$ cat src/rtl/snail_mc_if.sv
// Shared program/data memory port of the SNAIL multi-cycle core.
// The master holds req/we/addr/wdat stable until the cycle in which rdy is high.
interface snail_mc_if #(
  parameter int DW = 8,
  parameter int AW = 8
);
  logic          req;
  logic          we;
  logic [AW-1:0] addr;
  logic [DW-1:0] wdat;
  logic [DW-1:0] rdat;
  logic          rdy;

  modport master (output req, we, addr, wdat, input rdat, rdy);
  modport slave  (input req, we, addr, wdat, output rdat, rdy);
endinterface

$ cat src/rtl/snail_mc.sv
// snail_mc: multi-cycle SNAIL core executing over one req/rdy memory port.
// Define SNAIL_MC_TMO_EN to add the handshake timeout and the mem_err output.
//
// state | meaning
// F0    | fetch w0 at PC (HLT halts, NOP/unknown advance PC by 1)
// F1    | fetch w1 at PC+1 (register fields or JMP target)
// F2    | fetch w2 at PC+2 (rC or immediate)
// EX    | execute, no memory access
// MEM   | LD/ST data access at rA+imm
// HALT  | stopped, no requests until reset
module snail_mc #(
  parameter int DW  = 8,
  parameter int AW  = 8,
  parameter int TMO = 16
) (
  input  logic       clk,
  input  logic       rst_,
  snail_mc_if.master mem,
  output logic       halted
`ifdef SNAIL_MC_TMO_EN
  ,
  output logic       mem_err
`endif
);

  localparam logic [3:0] OP_NOP = 4'h0;
  localparam logic [3:0] OP_OPR = 4'h1;
  localparam logic [3:0] OP_OPI = 4'h2;
  localparam logic [3:0] OP_JMP = 4'h3;
  localparam logic [3:0] OP_JXX = 4'h4;
  localparam logic [3:0] OP_LD  = 4'h5;
  localparam logic [3:0] OP_ST  = 4'h6;
  localparam logic [3:0] OP_HLT = 4'h7;

  localparam logic [3:0] F_ADD = 4'h0;
  localparam logic [3:0] F_SUB = 4'h1;
  localparam logic [3:0] F_AND = 4'h2;
  localparam logic [3:0] F_OR  = 4'h3;
  localparam logic [3:0] F_XOR = 4'h4;
  localparam logic [3:0] F_SHL = 4'h5;
  localparam logic [3:0] F_SHR = 4'h6;
  localparam logic [3:0] F_MOV = 4'h7;

  localparam logic [3:0] C_BEQ = 4'h0;
  localparam logic [3:0] C_BNE = 4'h1;
  localparam logic [3:0] C_BLT = 4'h2;
  localparam logic [3:0] C_BGT = 4'h3;

  typedef enum logic [2:0] {
    S_F0, S_F1, S_F2, S_EX, S_MEM, S_HALT
  } state_t;

  state_t        state_q, state_d;
  logic [AW-1:0] pc_q, pc_d;
  logic          req_q, req_d;
  logic          we_q, we_d;
  logic [AW-1:0] addr_q, addr_d;
  logic [DW-1:0] wdat_q, wdat_d;
  logic          halted_q, halted_d;
  logic          z_q, z_d, g_q, g_d;
  logic [7:0]    w0_q, w0_d;
  logic [2:0]    ra_q, ra_d, rb_q, rb_d;
  logic [AW-1:0] jt_q, jt_d;
  logic [DW-1:0] w2_q, w2_d;
  logic [DW-1:0] rf_q [8];

  logic          rf_we;
  logic [2:0]    rf_wa;
  logic [DW-1:0] rf_wd;

  logic [3:0]    ins, fun;
  logic [DW-1:0] ra_val, rb_val, alu_b, alu_res;
  logic [AW-1:0] pc_p1, pc_p2, pc_p3;
  logic          done, taken;

  function automatic logic [DW-1:0] alu(input logic [3:0] f,
                                        input logic [DW-1:0] a,
                                        input logic [DW-1:0] b);
    logic [DW-1:0] r;
    case (f)
      F_ADD:   r = a + b;
      F_SUB:   r = a - b;
      F_AND:   r = a & b;
      F_OR:    r = a | b;
      F_XOR:   r = a ^ b;
      F_SHL:   r = a << 1;
      F_SHR:   r = a >> 1;
      F_MOV:   r = b;
      default: r = b;
    endcase
    return r;
  endfunction

  assign ins     = w0_q[7:4];
  assign fun     = w0_q[3:0];
  assign ra_val  = rf_q[ra_q];
  assign rb_val  = rf_q[rb_q];
  assign alu_b   = (ins == OP_OPR) ? rb_val : w2_q;
  assign alu_res = alu(fun, ra_val, alu_b);
  assign pc_p1   = pc_q + AW'(1);
  assign pc_p2   = pc_q + AW'(2);
  assign pc_p3   = pc_q + AW'(3);
  assign done    = req_q & mem.rdy;

  always_comb begin
    case (fun)
      C_BEQ:   taken = z_q;
      C_BNE:   taken = ~z_q;
      C_BLT:   taken = ~z_q & ~g_q;
      C_BGT:   taken = g_q;
      default: taken = 1'b0;
    endcase
  end

`ifdef SNAIL_MC_TMO_EN
  localparam int TW = $clog2(TMO + 1);
  logic [TW-1:0] tmo_q, tmo_d;
  logic          err_q, err_d;
`else
  logic unused_tmo;
  assign unused_tmo = (TMO != 0);
`endif

  always_comb begin
    state_d  = state_q;
    pc_d     = pc_q;
    req_d    = req_q;
    we_d     = we_q;
    addr_d   = addr_q;
    wdat_d   = wdat_q;
    halted_d = halted_q;
    z_d      = z_q;
    g_d      = g_q;
    w0_d     = w0_q;
    ra_d     = ra_q;
    rb_d     = rb_q;
    jt_d     = jt_q;
    w2_d     = w2_q;
    rf_we    = 1'b0;
    rf_wa    = 3'd0;
    rf_wd    = '0;

    case (state_q)
      S_F0: begin
        // only the first fetch after reset starts from an idle port
        if (!req_q) begin
          req_d  = 1'b1;
          we_d   = 1'b0;
          addr_d = pc_q;
        end else if (done) begin
          case (mem.rdat[7:4])
            OP_HLT: begin
              req_d    = 1'b0;
              halted_d = 1'b1;
              state_d  = S_HALT;
            end
            OP_OPR, OP_OPI, OP_JMP, OP_JXX, OP_LD, OP_ST: begin
              w0_d    = mem.rdat[7:0];
              addr_d  = pc_p1;
              state_d = S_F1;
            end
            default: begin
              pc_d   = pc_p1;
              addr_d = pc_p1;
            end
          endcase
        end
      end
      S_F1: begin
        if (done) begin
          ra_d = mem.rdat[6:4];
          rb_d = mem.rdat[2:0];
          jt_d = AW'(mem.rdat);
          if (ins == OP_JMP) begin
            req_d   = 1'b0;
            state_d = S_EX;
          end else begin
            addr_d  = pc_p2;
            state_d = S_F2;
          end
        end
      end
      S_F2: begin
        if (done) begin
          w2_d    = mem.rdat;
          req_d   = 1'b0;
          state_d = S_EX;
        end
      end
      S_EX: begin
        req_d   = 1'b1;
        we_d    = 1'b0;
        pc_d    = pc_p3;
        addr_d  = pc_p3;
        state_d = S_F0;
        case (ins)
          OP_OPR, OP_OPI: begin
            rf_we = 1'b1;
            rf_wa = (ins == OP_OPR) ? w2_q[6:4] : rb_q;
            rf_wd = alu_res;
            z_d   = (alu_res == '0);
            g_d   = (alu_res != '0) & ~alu_res[DW-1];
          end
          OP_JMP: begin
            pc_d   = jt_q;
            addr_d = jt_q;
          end
          OP_JXX: begin
            if (taken) begin
              pc_d   = AW'(w2_q);
              addr_d = AW'(w2_q);
            end
          end
          OP_LD, OP_ST: begin
            pc_d    = pc_q;
            addr_d  = AW'(ra_val + w2_q);
            we_d    = (ins == OP_ST);
            state_d = S_MEM;
            if (ins == OP_ST) wdat_d = rb_val;
          end
          default: ;
        endcase
      end
      S_MEM: begin
        if (done) begin
          if (!we_q) begin
            rf_we = 1'b1;
            rf_wa = rb_q;
            rf_wd = mem.rdat;
          end
          we_d    = 1'b0;
          pc_d    = pc_p3;
          addr_d  = pc_p3;
          state_d = S_F0;
        end
      end
      S_HALT: ;
      default: state_d = S_F0;
    endcase

`ifdef SNAIL_MC_TMO_EN
    tmo_d = tmo_q;
    err_d = err_q;
    if (done) tmo_d = '0;
    else if (req_q) tmo_d = tmo_q + TW'(1);
    if (req_q && !mem.rdy && (tmo_q == TW'(TMO))) begin
      req_d    = 1'b0;
      halted_d = 1'b1;
      err_d    = 1'b1;
      tmo_d    = '0;
      state_d  = S_HALT;
    end
`endif
  end

  always_ff @(posedge clk or posedge rst_) begin
    if (rst_) begin
      state_q  <= S_F0;
      pc_q     <= '0;
      req_q    <= 1'b0;
      we_q     <= 1'b0;
      addr_q   <= '0;
      wdat_q   <= '0;
      halted_q <= 1'b0;
      z_q      <= 1'b0;
      g_q      <= 1'b0;
      w0_q     <= '0;
      ra_q     <= '0;
      rb_q     <= '0;
      jt_q     <= '0;
      w2_q     <= '0;
      for (int i = 0; i < 8; i++) rf_q[i] <= '0;
    end else begin
      state_q  <= state_d;
      pc_q     <= pc_d;
      req_q    <= req_d;
      we_q     <= we_d;
      addr_q   <= addr_d;
      wdat_q   <= wdat_d;
      halted_q <= halted_d;
      z_q      <= z_d;
      g_q      <= g_d;
      w0_q     <= w0_d;
      ra_q     <= ra_d;
      rb_q     <= rb_d;
      jt_q     <= jt_d;
      w2_q     <= w2_d;
      // r0 is never written, so it keeps its reset value of zero
      if (rf_we && (rf_wa != 3'd0)) rf_q[rf_wa] <= rf_wd;
    end
  end

`ifdef SNAIL_MC_TMO_EN
  always_ff @(posedge clk or posedge rst_) begin
    if (rst_) begin
      tmo_q <= '0;
      err_q <= 1'b0;
    end else begin
      tmo_q <= tmo_d;
      err_q <= err_d;
    end
  end
  assign mem_err = err_q;
`endif

  assign mem.req  = req_q;
  assign mem.we   = we_q;
  assign mem.addr = addr_q;
  assign mem.wdat = wdat_q;
  assign halted   = halted_q;

endmodule

$ cat src/flat_wrapper.sv
// flat-port wrapper written by rule: the top's interface ports become plain ports
module snail_mc_flat 
#(
  parameter int DW  = 8,
  parameter int AW  = 8,
  parameter int TMO = 16
)
  (clk, rst_, halted, mem_req, mem_we, mem_addr, mem_wdat, mem_rdat, mem_rdy);
  snail_mc_if #(.DW(DW), .AW(AW)) mem_i ();
  input  logic clk;
  input  logic rst_;
  output logic halted;
  output wire logic [$bits(mem_i.req)-1:0] mem_req;
  output wire logic [$bits(mem_i.we)-1:0] mem_we;
  output wire logic [$bits(mem_i.addr)-1:0] mem_addr;
  output wire logic [$bits(mem_i.wdat)-1:0] mem_wdat;
  input wire logic [$bits(mem_i.rdat)-1:0] mem_rdat;
  input wire logic [$bits(mem_i.rdy)-1:0] mem_rdy;
  assign mem_req = mem_i.req;
  assign mem_we = mem_i.we;
  assign mem_addr = mem_i.addr;
  assign mem_wdat = mem_i.wdat;
  assign mem_i.rdat = mem_rdat;
  assign mem_i.rdy = mem_rdy;
  snail_mc #(.DW(DW), .AW(AW), .TMO(TMO)) u_core (.clk(clk), .rst_(rst_), .mem(mem_i), .halted(halted));
endmodule
$ cat config.mk
export PLATFORM = sky130hd
export DESIGN_NAME = snail_mc_flat
export DESIGN_NICKNAME = d
export VERILOG_FILES = /design/src/rtl/snail_mc_if.sv /design/src/rtl/snail_mc.sv /design/src/flat_wrapper.sv
export SDC_FILE = /design/constraint.sdc
export NUM_CORES = 1
export LEC_CHECK = 0
export BUFFER_PORTS_ARGS = -buffer_cell sky130_fd_sc_hd__buf_4
export CAP_MARGIN = 20
export CORE_MARGIN = 2
export CORE_UTILIZATION = 50
export CTS_CLUSTER_DIAMETER = 100
export DETAILED_ROUTE_END_ITERATION = 7
export GPL_ROUTABILITY_DRIVEN = 0
export PLACE_DENSITY = 0.74
export SETUP_SLACK_MARGIN = 0.05
export SYNTH_ARGS = -nofsm -noshare
export SYNTH_HDL_FRONTEND = slang
export SYNTH_SLANG_ARGS = --single-unit
$ cat constraint.sdc
create_clock -name clk -period 4.8 [get_ports clk]
set_input_delay 1.44 -clock clk [delete_from_list [all_inputs] [get_ports clk]]
set_output_delay 1.44 -clock clk [all_outputs]
set_load 0.02 [all_outputs]
==> results of run 1 <==
[cells in the final DEF, fill, tap and decap left out, types with 19 or more instances in the layout]
master | Yosys | layout
a21oi_1 | 55 | 55
buf_4 | 1 | 53
dfrtp_1 | 120 | 119
ha_1 | 35 | 35
inv_1 | 25 | 24
mux2_2 | 100 | 100
mux2i_1 | 22 | 22
mux4_2 | 20 | 20
nand2_1 | 66 | 66
nor2_1 | 52 | 52
o21ai_0 | 43 | 43
xnor2_1 | 19 | 19
[state kept, by name, indices dropped and copies added, names as in the netlist, 2 cells and up]
name,cells
u_core.jt_q,6
u_core.w0_q,8
u_core.mem.wdat,8
u_core.ra_q,2
u_core.pc_q,8
u_core.mem.addr,8
u_core.w2_q,8
u_core.state_q,3
u_core.rf_q,64
[cells by family after synthesis]
family                   Yosys count  share of synthesized area
multiplexers                     147                     0.2161
adder cells (fa/ha/maj)           37                    0.05552
XOR/XNOR                          30                    0.03139
AND/OR/NAND/NOR                  207                     0.1189
flip-flops                       120                     0.3488
buffers and inverters             94                    0.04839
AO/OA/AOI/OAI                    228                     0.1809
[repair_timing]
item	in CTS	in global routing
endpoints found under the setup margin	0	7
buffers inserted	0	0
gates resized for setup	0	2
[routing by layer]
metal  routed length, µm  track usage  up-vias
li1                    -            -     3219
met1               10020       0.3669     3526
met2               11450       0.4301      403
met3                1900      0.05574       64
met4                 505      0.08275        0
met5                   0            0        -
[power by group through the flow]
stage,logic (µW),registers [µW],clock network [µW]
finish,38.1,1010,1450
global route,42.9,1010,1500
CTS,39.7,1010,1460
detailed placement,39.4,1030,0
global placement,39.5,1030,0
floorplan,17.0,1030,0
[final cells by class]
| cell class | count | area, µm² | area share |
|---|---|---|---|
| clock buffers | 22 | 484.2 | 0.05005 |
| clock inverters | 10 | 188.9 | 0.01953 |
| inverters | 29 | 111.4 | 0.01151 |
| multi-input cells | 649 | 5194 | 0.5368 |
| flip-flops and latches | 120 | 3004 | 0.3105 |
| well taps | 220 | 275.3 | 0.02845 |
| repair buffers | 54 | 417.9 | 0.04319 |
[worst max-delay path by stage]
stage	endpoint	start	slack, ns
CTS	u_core.rf_q[15]$_DFFE_PP0P_	u_core.jt_q[0]$_DFFE_PP0P_	0.31
global placement	u_core.g_q$_DFFE_PP0P_	u_core.jt_q[0]$_DFFE_PP0P_	0.49
global route	u_core.rf_q[15]$_DFFE_PP0P_	u_core.jt_q[1]$_DFFE_PP0P_	0.15
detailed placement	u_core.rf_q[39]$_DFFE_PP0P_	u_core.jt_q[0]$_DFFE_PP0P_	0.37
floorplan	u_core.g_q$_DFFE_PP0P_	rst_	0.17
finish	u_core.rf_q[15]$_DFFE_PP0P_	u_core.jt_q[1]$_DFFE_PP0P_	0.44
[metrics by stage]
step,area [µm²],instances,hold WS [ns],total power (µW)
final,9676,1104,0.3989,2503
after floorplan,8610,863,0.4413,1047
after global placement,8997,1072,0.3825,1070
after CTS,9671,1104,0.3957,2513
after detailed placement,8997,1072,0.3833,1069
after global routing,9676,1104,0.4095,2559
==> impl_metrics.json, run 1 <==
{
  "outcome": "completed",
  "synthArstFlopShare": 1.000,
  "finalSetupViolCount": 0,
  "hold_viol_final": 0,
  "cts-root-buf": "clkbuf_16",
  "post-route-util": 0.5793,
  "area_growth_pct": 12.38,
  "grt.total_usage": 0.2679,
  "synthTopCellsByArea": "dfrtp_1 35%, mux2_2 13%, mux4_2 5.2%",
  "switching_share": 0.2010,
  "drive_above_1_share": 0.2715,
  "cts_tree": "built",
  "reg2reg_from": "u_core.jt_q[1]$_DFFE_PP0P_",
  "power_density_nw_per_um2": 258.7,
  "post-route-period-util": 0.9085,
  "synth.avg_cell_area_um2": 9.976,
  "slew_headroom": 0.4266,
  "ys_ff_latch": 120,
  "die-height_um": 135.2,
  "drt_wl_total_um": 23870,
  "reg2reg_depth": 18,
  "dr.pass1.iters": 6,
  "power_frac_seq": 0.404,
  "fp.dieArea_um2": 18280,
  "path_clk_slew_ns": 0.06,
  "cp-start-kind": "register",
  "max_freq_mhz": 229.3,
  "seq_area_frac_synth": 0.3488,
  "nNetsFinal": 919,
  "antenna_found_initial": 0,
  "synthMostInstantiatedCell": "dfrtp_1",
  "ys.flop_type": "dfrtp_1",
  "setup_slack_ns": 0.4393,
  "initial_core_util": 0.5155,
  "design.core.area_um2": 16700,
  "crit_path_top_delay_cell": "dfrtp_1",
  "viasPerCell": 6.533,
  "crit_type": "register to register",
  "p_leak_uw": 0.004370,
  "holdBufCountCts": 0,
  "remaining_drc_errors": 0,
  "crit_arrival_ns": 4.66,
  "slowest_delay_ns": 0.44,
  "yosysTopAreaCell": "dfrtp_1",
  "min_from": "u_core.rf_q[62]$_DFFE_PP0P_",
  "cts_max_path_buffers": 2,
  "insertion_delay_ns": 0.42,
  "worstPathMaxFanout": 7,
  "fillers": 1433,
  "internal-power_uw": 2000,
  "reg2reg_to": "u_core.rf_q[15]$_DFFE_PP0P_",
  "dp_hpwl_um": 16780,
  "synth-edff-count": 0,
  "cp.required_ns": 5.10,
  "rsz0062_at_grt": "false",
  "grt_max_degree": 73,
  "ff2ff_setup_slack_ns": 0.44,
  "syn_area_um2": 8610,
  "drv_slew": 0,
  "hold_path_class": "register to register",
  "grt_pass1_wl_um": 37560,
  "fin_crit_ns": 4.361,
  "combPwrFrac": 0.015,
  "gr-total-overflow": 0,
  "cp_num_buf_inv": 2,
  "syn-num-nets": 911,
  "power.net_switching_uw": 503.2,
  "yosys_warnings": 0,
  "numClockSinks": 120,
  "tightest_slew_ns": 0.8512,
  "synthDominantCellAreaShare": 0.3488,
  "htree_levels": 4,
  "irDropWorstVdd_uv": 289.9,
  "drtIter0Drc": 861,
  "io_buffer_count": 29,
  "critPathTopFamily": "compound AO/OA/AOI/OAI gates",
  "rows": 47,
  "grt_pass1_vias": 6751,
  "drt-wirelength-per-cell_um": 21.62,
  "finalSetupTns_ns": 0,
  "cp_cell_sequence": "buf_4 > nor2b_1 > a22o_1 > or2_1 > o21a_4 > ha_1 > nand2_1 > o21ai_0 > inv_1 > ha_1 > nor2b_1 > o31a_1 > o21ai_0 > a21oi_1 > xnor2_1 > xnor2_1 > o211ai_2 > mux2_2",
  "n_antenna_cell": 0,
  "critPathCaptureType": "register",
  "ant_nets": 0,
  "numCtsBuffers": 17,
  "p_clk_frac": 0.580,
  "dieWidth_um": 135.2,
  "cp.depth": 18,
  "yosys-top-cells-count": "120 x dfrtp_1, 100 x mux2_2, 66 x nand2_1",
  "place_ws_ns": 0.3729,
  "routed-via-count": 7212,
  "synth.distinct_cells": 78,
  "min_path_cells": 0,
  "ioPinCount": 30,
  "fin_skew_ns": 0.01232,
  "cap_violations": 0,
  "synth_cells": 863,
  "whs_endpoint": "u_core.rf_q[62]$_DFFE_PP0P_"
}
No activity file was read; power rests on OpenSTA's default activity.
==> inputs of run 2 (changes only) <==
--- a/config.mk
+++ b/config.mk
@@ -5,6 +5,7 @@
 export SDC_FILE = /design/constraint.sdc
 export NUM_CORES = 1
 export LEC_CHECK = 0
+export ABC_AREA = 1
 export BUFFER_PORTS_ARGS = -buffer_cell sky130_fd_sc_hd__buf_4
 export CAP_MARGIN = 20
 export CORE_MARGIN = 2
==> impl_metrics.json, run 2 <==
{
  "mostFrequentLayoutCell": "nand2_1",
  "cp-start-kind": "register",
  "routed-via-count": 8630,
  "critPathTopFamily": "simple AND/OR/NAND/NOR gates",
  "largest_register_ffs": 64,
  "cts-root-buf": "clkbuf_16",
  "syn-num-nets": 1285,
  "yosys-top-cells-count": "340 x nand2_1, 159 x inv_1, 157 x o21ai_0",
  "finalSetupTns_ns": 0,
  "slew_headroom": 0.3016,
  "path_clk_slew_ns": 0.06,
  "n_antenna_cell": 0,
  "viasPerCell": 5.811,
  "outcome": "completed",
  "ioPinCount": 30,
  "grt_pass1_vias": 7965,
  "syn_area_um2": 8562,
  "nNetsFinal": 1301,
  "yosysTopAreaCell": "dfrtp_1",
  "cp_cell_sequence": "buf_4 > clkinv_1 > nand3_1 > nand2_1 > nand2_1 > nand2_1 > nand3_1 > nand2_1 > xor2_1 > ha_1 > nand2_1 > nand2_1 > a31oi_1 > nor2_1 > o21ai_0 > nand3b_1 > nand3_1 > nand2_1 > a211oi_1 > o22ai_1 > nand2_1 > o21ai_0",
  "drtIter0Drc": 1077,
  "remaining_drc_errors": 0,
  "htree_levels": 4,
  "cts_resized": 0,
  "regMostFlops": "u_core.rf_q",
  "fillers": 1523,
  "crit_path_frequent_cell": "nand2_1",
  "io_buffer_count": 29,
  "irDropWorstVdd_uv": 387.1,
  "postCtsSetupBuffers": 0,
  "yosys_warnings": 0,
  "seq_area_frac_synth": 0.3507,
  "cap_violations": 0,
  "synthArstFlopShare": 1.000,
  "antenna_found_initial": 0,
  "final_cells": 1485,
  "post-route-period-util": 0.8710,
  "hold_viol_final": 0,
  "design.core.area_um2": 16640,
  "ys.flop_type": "dfrtp_1",
  "final_cell_mix": "340 x nand2_1, 158 x inv_1, 157 x o21ai_0",
  "ys_ff_latch": 120,
  "synth.distinct_cells": 50,
  "cts_max_path_buffers": 2,
  "synthMostInstantiatedCell": "nand2_1",
  "crit_arrival_ns": 4.47,
  "initial_core_util": 0.5145,
  "cts_tree": "built",
  "grt_pass1_wl_um": 41560,
  "synthDominantCellAreaShare": 0.3507,
  "worstPathMaxFanout": 10,
  "grt_max_degree": 59,
  "grt.total_usage": 0.2928,
  "insertion_delay_ns": 0.43,
  "placed_cells": 1454,
  "critPathCaptureType": "register",
  "slowest_delay_ns": 0.42,
  "tightest_slew_ns": 1.037,
  "synth_cells": 1237,
  "dr.pass1.iters": 6,
  "drive_above_1_share": 0.09328,
  "drv_slew": 0,
  "fp.dieArea_um2": 18190,
  "gr-total-overflow": 0,
  "area_growth_pct": 11.27,
  "synthTopCellsByArea": "dfrtp_1 35%, nand2_1 15%, o21ai_0 9.2%",
  "rows": 47,
  "die-height_um": 134.9,
  "holdBufCountCts": 0,
  "fin_crit_ns": 4.181,
  "rsz0062_at_grt": "false",
  "drt_wl_total_um": 25640,
  "ant_nets": 0,
  "drt-wirelength-per-cell_um": 17.27,
  "numCtsBuffers": 17,
  "crit_type": "register to register",
  "power_density_nw_per_um2": 834.3,
  "finalSetupViolCount": 0,
  "synth.avg_cell_area_um2": 6.922,
  "hold_path_class": "register to register",
  "crit_path_top_delay_cell": "clkinv_1",
  "dp_hpwl_um": 18260,
  "p_leak_uw": 0.004672,
  "dieWidth_um": 134.9,
  "synth-edff-count": 0,
  "cp_num_buf_inv": 2,
  "numClockSinks": 120,
  "cp.required_ns": 5.09,
  "max_freq_mhz": 239.2,
  "fin_skew_ns": 0.01115
}
-- run 2: cell types whose count changed after synthesis, moves of 23 or more --
cell,before,now
mux2_2,100,2
clkbuf_1,46,23
nand3_1,13,88
o21ai_0,43,157
inv_1,25,159
nand2_1,66,340
-- run 2: per-layer routing --
layer	vias up	track usage	share of wire	wire, µm
met2	460	0.4529	0.45	11660
li1	4088	-	-	-
met4	0	0.1047	0.033	858
met5	-	0	0	0
met3	86	0.05968	0.088	2256
met1	3996	0.4085	0.42	10870
-- run 2: logic make-up (layout without fill, tap and decap cells) --
group / count (synthesis) / count (layout) / share of synthesized area
xor gates and xnor gates: 21 / 21 / 0.02148
adders and majority gates: 37 / 37 / 0.05582
and+or+nand+nor: 537 / 537 / 0.2673
buffers and inverters: 226 / 254 / 0.1070
DFF: 120 / 120 / 0.3507
muxes: 2 / 2 / 0.002630
AOI/OAI and AO/OA: 294 / 294 / 0.1951
-- run 2: final timing paths --
kind	from	end	slack (ns)	cells past startpoint
worst max-delay path	u_core.jt_q[2]$_DFFE_PP0P_	u_core.rf_q[6]$_DFFE_PP0P_	0.62	22
worst min-delay path	u_core.rf_q[60]$_DFFE_PP0P_	u_core.rf_q[60]$_DFFE_PP0P_	0.40	0
worst max register to register	u_core.jt_q[2]$_DFFE_PP0P_	u_core.rf_q[6]$_DFFE_PP0P_	0.62	22
worst min register to register	u_core.rf_q[60]$_DFFE_PP0P_	u_core.rf_q[60]$_DFFE_PP0P_	0.40	0
max in group asynchronous	rst_	u_core.rf_q[39]$_DFFE_PP0P_	2.74	3
min in group asynchronous	rst_	u_core.w0_q[3]$_DFFE_PP0P_	1.14	2
-- run 2: layout make-up --
type | count | area [µm²] | area share
Clock buffer | 18 | 429.2 | 0.04505
Clock inverter | 13 | 148.9 | 0.01563
Inverter | 177 | 676.9 | 0.07105
Multi-Input combinational cell | 891 | 4648 | 0.4879
Sequential cell | 120 | 3003 | 0.3152
Tap cell | 220 | 275.3 | 0.02889
Timing Repair Buffer | 46 | 345.3 | 0.03625
-- run 2: worst reg2reg max path: stages, from the launching register on --
cell      delay [ns]
dfrtp_1         0.33
buf_4           0.18
clkinv_1        0.42
nand3_1         0.24
nand2_1         0.14
nand2_1         0.10
nand2_1         0.15
nand3_1         0.16
nand2_1         0.11
xor2_1          0.17
ha_1            0.34
nand2_1         0.09
nand2_1         0.05
a31oi_1         0.20
nor2_1          0.06
o21ai_0         0.20
nand3b_1        0.10
nand3_1         0.09
nand2_1         0.05
a211oi_1        0.35
o22ai_1         0.31
nand2_1         0.11
o21ai_0         0.09
-- run 2: through the flow --
| stage | power, µW | worst slack (ns) | util | hold WS, ns | area (µm²) |
|---|---|---|---|---|---|
| 3_5_place_dp | 6517 | 0.7802 | 0.5377 | 0.3845 | 8949 |
| 5_1_grt | 8658 | 0.2284 | 0.5724 | 0.4146 | 9527 |
| 6_report | 7948 | 0.6192 | 0.5724 | 0.3961 | 9527 |
| 2_1_floorplan | 5235 | 0.1742 | - | 0.4450 | 8562 |
| 4_1_cts | 7834 | 0.7369 | 0.5724 | 0.3973 | 9527 |
| 3_3_place_gp | 6432 | 0.8459 | 0.5377 | 0.3809 | 8949 |
-- run 2: power breakdown --
group	switching, µW	internal (µW)	total [µW]	leakage, µW
registers	292	1360	1650	0.00140
clock network	515	767	1280	0.000273
logic	3310	1710	5020	0.00300
==> inputs of run 3 (changes only) <==
--- a/config.mk
+++ b/config.mk
@@ -5,7 +5,6 @@
 export SDC_FILE = /design/constraint.sdc
 export NUM_CORES = 1
 export LEC_CHECK = 0
-export ABC_AREA = 1
 export BUFFER_PORTS_ARGS = -buffer_cell sky130_fd_sc_hd__buf_4
 export CAP_MARGIN = 20
 export CORE_MARGIN = 2
@@ -13,7 +12,7 @@
 export CTS_CLUSTER_DIAMETER = 100
 export DETAILED_ROUTE_END_ITERATION = 7
 export GPL_ROUTABILITY_DRIVEN = 0
-export PLACE_DENSITY = 0.74
+export PLACE_DENSITY = 0.71
 export SETUP_SLACK_MARGIN = 0.05
 export SYNTH_ARGS = -nofsm -noshare
 export SYNTH_HDL_FRONTEND = slang
==> constraint.sdc (replaced) <==
create_clock -name clk -period 4.9 [get_ports clk]
set_input_delay 1.47 -clock clk [delete_from_list [all_inputs] [get_ports clk]]
set_output_delay 1.47 -clock clk [all_outputs]
set_load 0.02 [all_outputs]
==> impl_metrics.json, run 3 (same netlist as run 1, synthesis figures left out) <==
{
  "design.core.area_um2": 16700,
  "cts_max_path_buffers": 2,
  "n_antenna_cell": 0,
  "ioPinCount": 30,
  "htree_levels": 4,
  "nNetsFinal": 916,
  "post-route-util": 0.5735,
  "area_growth_pct": 11.25,
  "cp.required_ns": 5.21,
  "finalSetupViolCount": 0,
  "setup_slack_ns": 0.2780,
  "cts_tree": "built",
  "crit_type": "register to register",
  "numCtsBuffers": 17,
  "crit_path_top_delay_cell": "dfrtp_1",
  "cp-start-kind": "register",
  "drtIter0Drc": 725,
  "finalSetupTns_ns": 0,
  "fp.dieArea_um2": 18280,
  "rsz0062_at_grt": "false",
  "gr-total-overflow": 0,
  "hold_path_class": "register to register",
  "grt.total_usage": 0.2708,
  "dieWidth_um": 135.2,
  "initial_core_util": 0.5155,
  "reg2reg_depth": 17,
  "post-route-period-util": 0.9433,
  "cts-root-buf": "clkbuf_16",
  "ant_nets": 0,
  "p_leak_uw": 0.004312,
  "final_cell_mix": "120 x dfrtp_1, 100 x mux2_2, 66 x nand2_1",
  "drt-wirelength-per-cell_um": 21.65,
  "worstPathMaxFanout": 12,
  "fin_area_um2": 9578,
  "slowest_delay_ns": 0.62,
  "drv_slew": 0,
  "hold_viol_final": 0,
  "power_density_nw_per_um2": 241.8,
  "slew_headroom": 0.4627,
  "holdBufCountCts": 0,
  "place_ws_ns": 0.4244,
  "rows": 47,
  "dp_hpwl_um": 16730,
  "final_cells": 1101,
  "cts_resized": 0,
  "antenna_found_initial": 0,
  "drive_above_1_share": 0.2667,
  "cap_violations": 0,
  "min_path_cells": 0,
  "largest_register_ffs": 64,
  "grt_max_degree": 63,
  "fin_crit_ns": 4.622,
  "crit_arrival_ns": 4.93,
  "irDropWorstVdd_uv": 238.0,
  "max_freq_mhz": 216.4,
  "insertion_delay_ns": 0.43,
  "io_buffer_count": 29,
  "outcome": "completed",
  "die-height_um": 135.2,
  "path_clk_slew_ns": 0.06,
  "grt_pass1_wl_um": 37800,
  "critPathCaptureType": "register",
  "mostFrequentLayoutCell": "dfrtp_1",
  "viasPerCell": 6.481,
  "grt_pass1_vias": 6665,
  "remaining_drc_errors": 0,
  "dpl_cell_area_um2": 8975,
  "routed-via-count": 7136,
  "drt_wl_total_um": 23830,
  "numClockSinks": 120,
  "fin_skew_ns": 0.008857,
  "cp_cell_sequence": "nand2b_1 > o22ai_1 > o31ai_4 > inv_1 > ha_1 > nand2_1 > o21ai_0 > inv_1 > ha_1 > nor2b_1 > o31a_1 > o21ai_0 > a21oi_1 > xnor2_1 > xnor2_1 > o211ai_2 > mux2_2",
  "placed_cells": 1069,
  "tightest_slew_ns": 0.8037,
  "regMostFlops": "u_core.rf_q",
  "dr.pass1.iters": 5,
  "postCtsSetupBuffers": 0
}
-- run 3: cell count changes in the layout (fill, tap and decap cells not counted), sizes merged, moves of 11 or more --
cell / previous run / this run
nand2: 342 / 67
inv: 175 / 31
o21ai: 171 / 43
mux2: 2 / 102
nand3: 88 / 13
nor2: 81 / 55
mux2i: 0 / 25
mux4: 0 / 20
xnor2: 2 / 20
a22o: 1 / 14
nor2b: 0 / 12
a31oi: 4 / 15
-- run 3: through the flow --
step | hold slack, ns | power (µW)
floorplan | 0.4413 | 1026
global placement | 0.3829 | 1048
detailed placement | 0.3839 | 1048
CTS | 0.3982 | 2332
global route | 0.4158 | 2381
finish | 0.4034 | 2316
-- run 3: metal layers --
| metal | GRT usage | part of all wire | routed length [µm] |
|---|---|---|---|
| met1 | 0.3808 | 0.43 | 10170 |
| met2 | 0.4151 | 0.45 | 10820 |
| met3 | 0.05312 | 0.089 | 2111 |
| met4 | 0.1047 | 0.030 | 725 |
| met5 | 0 | 0 | 0 |
-- run 3: critical path, delay by kind of cell (launching register included) --
family | cells | cell delay (ns)
compound gates | 7 | 1.73
simple gates | 3 | 0.56
fa+ha+maj | 2 | 0.56
xor+xnor | 2 | 0.50
buf+inv | 2 | 0.20
mux | 1 | 0.32
flops | 1 | 0.62
-- run 3: power by group --
part	total (µW)	leakage [µW]	switching, µW	internal, µW
sequential	991	0.00163	0	991
clock	1290	0.000288	485	802
combinational	38.0	0.00240	29.6	8.44
-- run 3: layout make-up --
| cell class | count | area [µm²] |
|---|---|---|
| fill | 1470 | 7123 |
| multi-input combinational | 649 | 5190 |
| sequential | 120 | 3003 |
| clock buffer | 18 | 429.2 |
| timing repair buffer | 51 | 395.4 |
| tap | 220 | 275.3 |
| clock inverter | 14 | 173.9 |
| inverter | 29 | 111.4 |
-- run 3: worst paths after layout --
| path | end | start | slack [ns] |
|---|---|---|---|
| max | u_core.rf_q[55]$_DFFE_PP0P_ | u_core.jt_q[1]$_DFFE_PP0P_ | 0.28 |
| min | u_core.rf_q[58]$_DFFE_PP0P_ | u_core.rf_q[58]$_DFFE_PP0P_ | 0.40 |
| max reg2reg | u_core.rf_q[55]$_DFFE_PP0P_ | u_core.jt_q[1]$_DFFE_PP0P_ | 0.28 |
| min reg2reg | u_core.rf_q[58]$_DFFE_PP0P_ | u_core.rf_q[58]$_DFFE_PP0P_ | 0.40 |
| max in group asynchronous | u_core.mem.wdat[3]$_DFFE_PP0P_ | rst_ | 2.89 |
| min in group asynchronous | u_core.mem.wdat[1]$_DFFE_PP0P_ | rst_ | 1.17 |
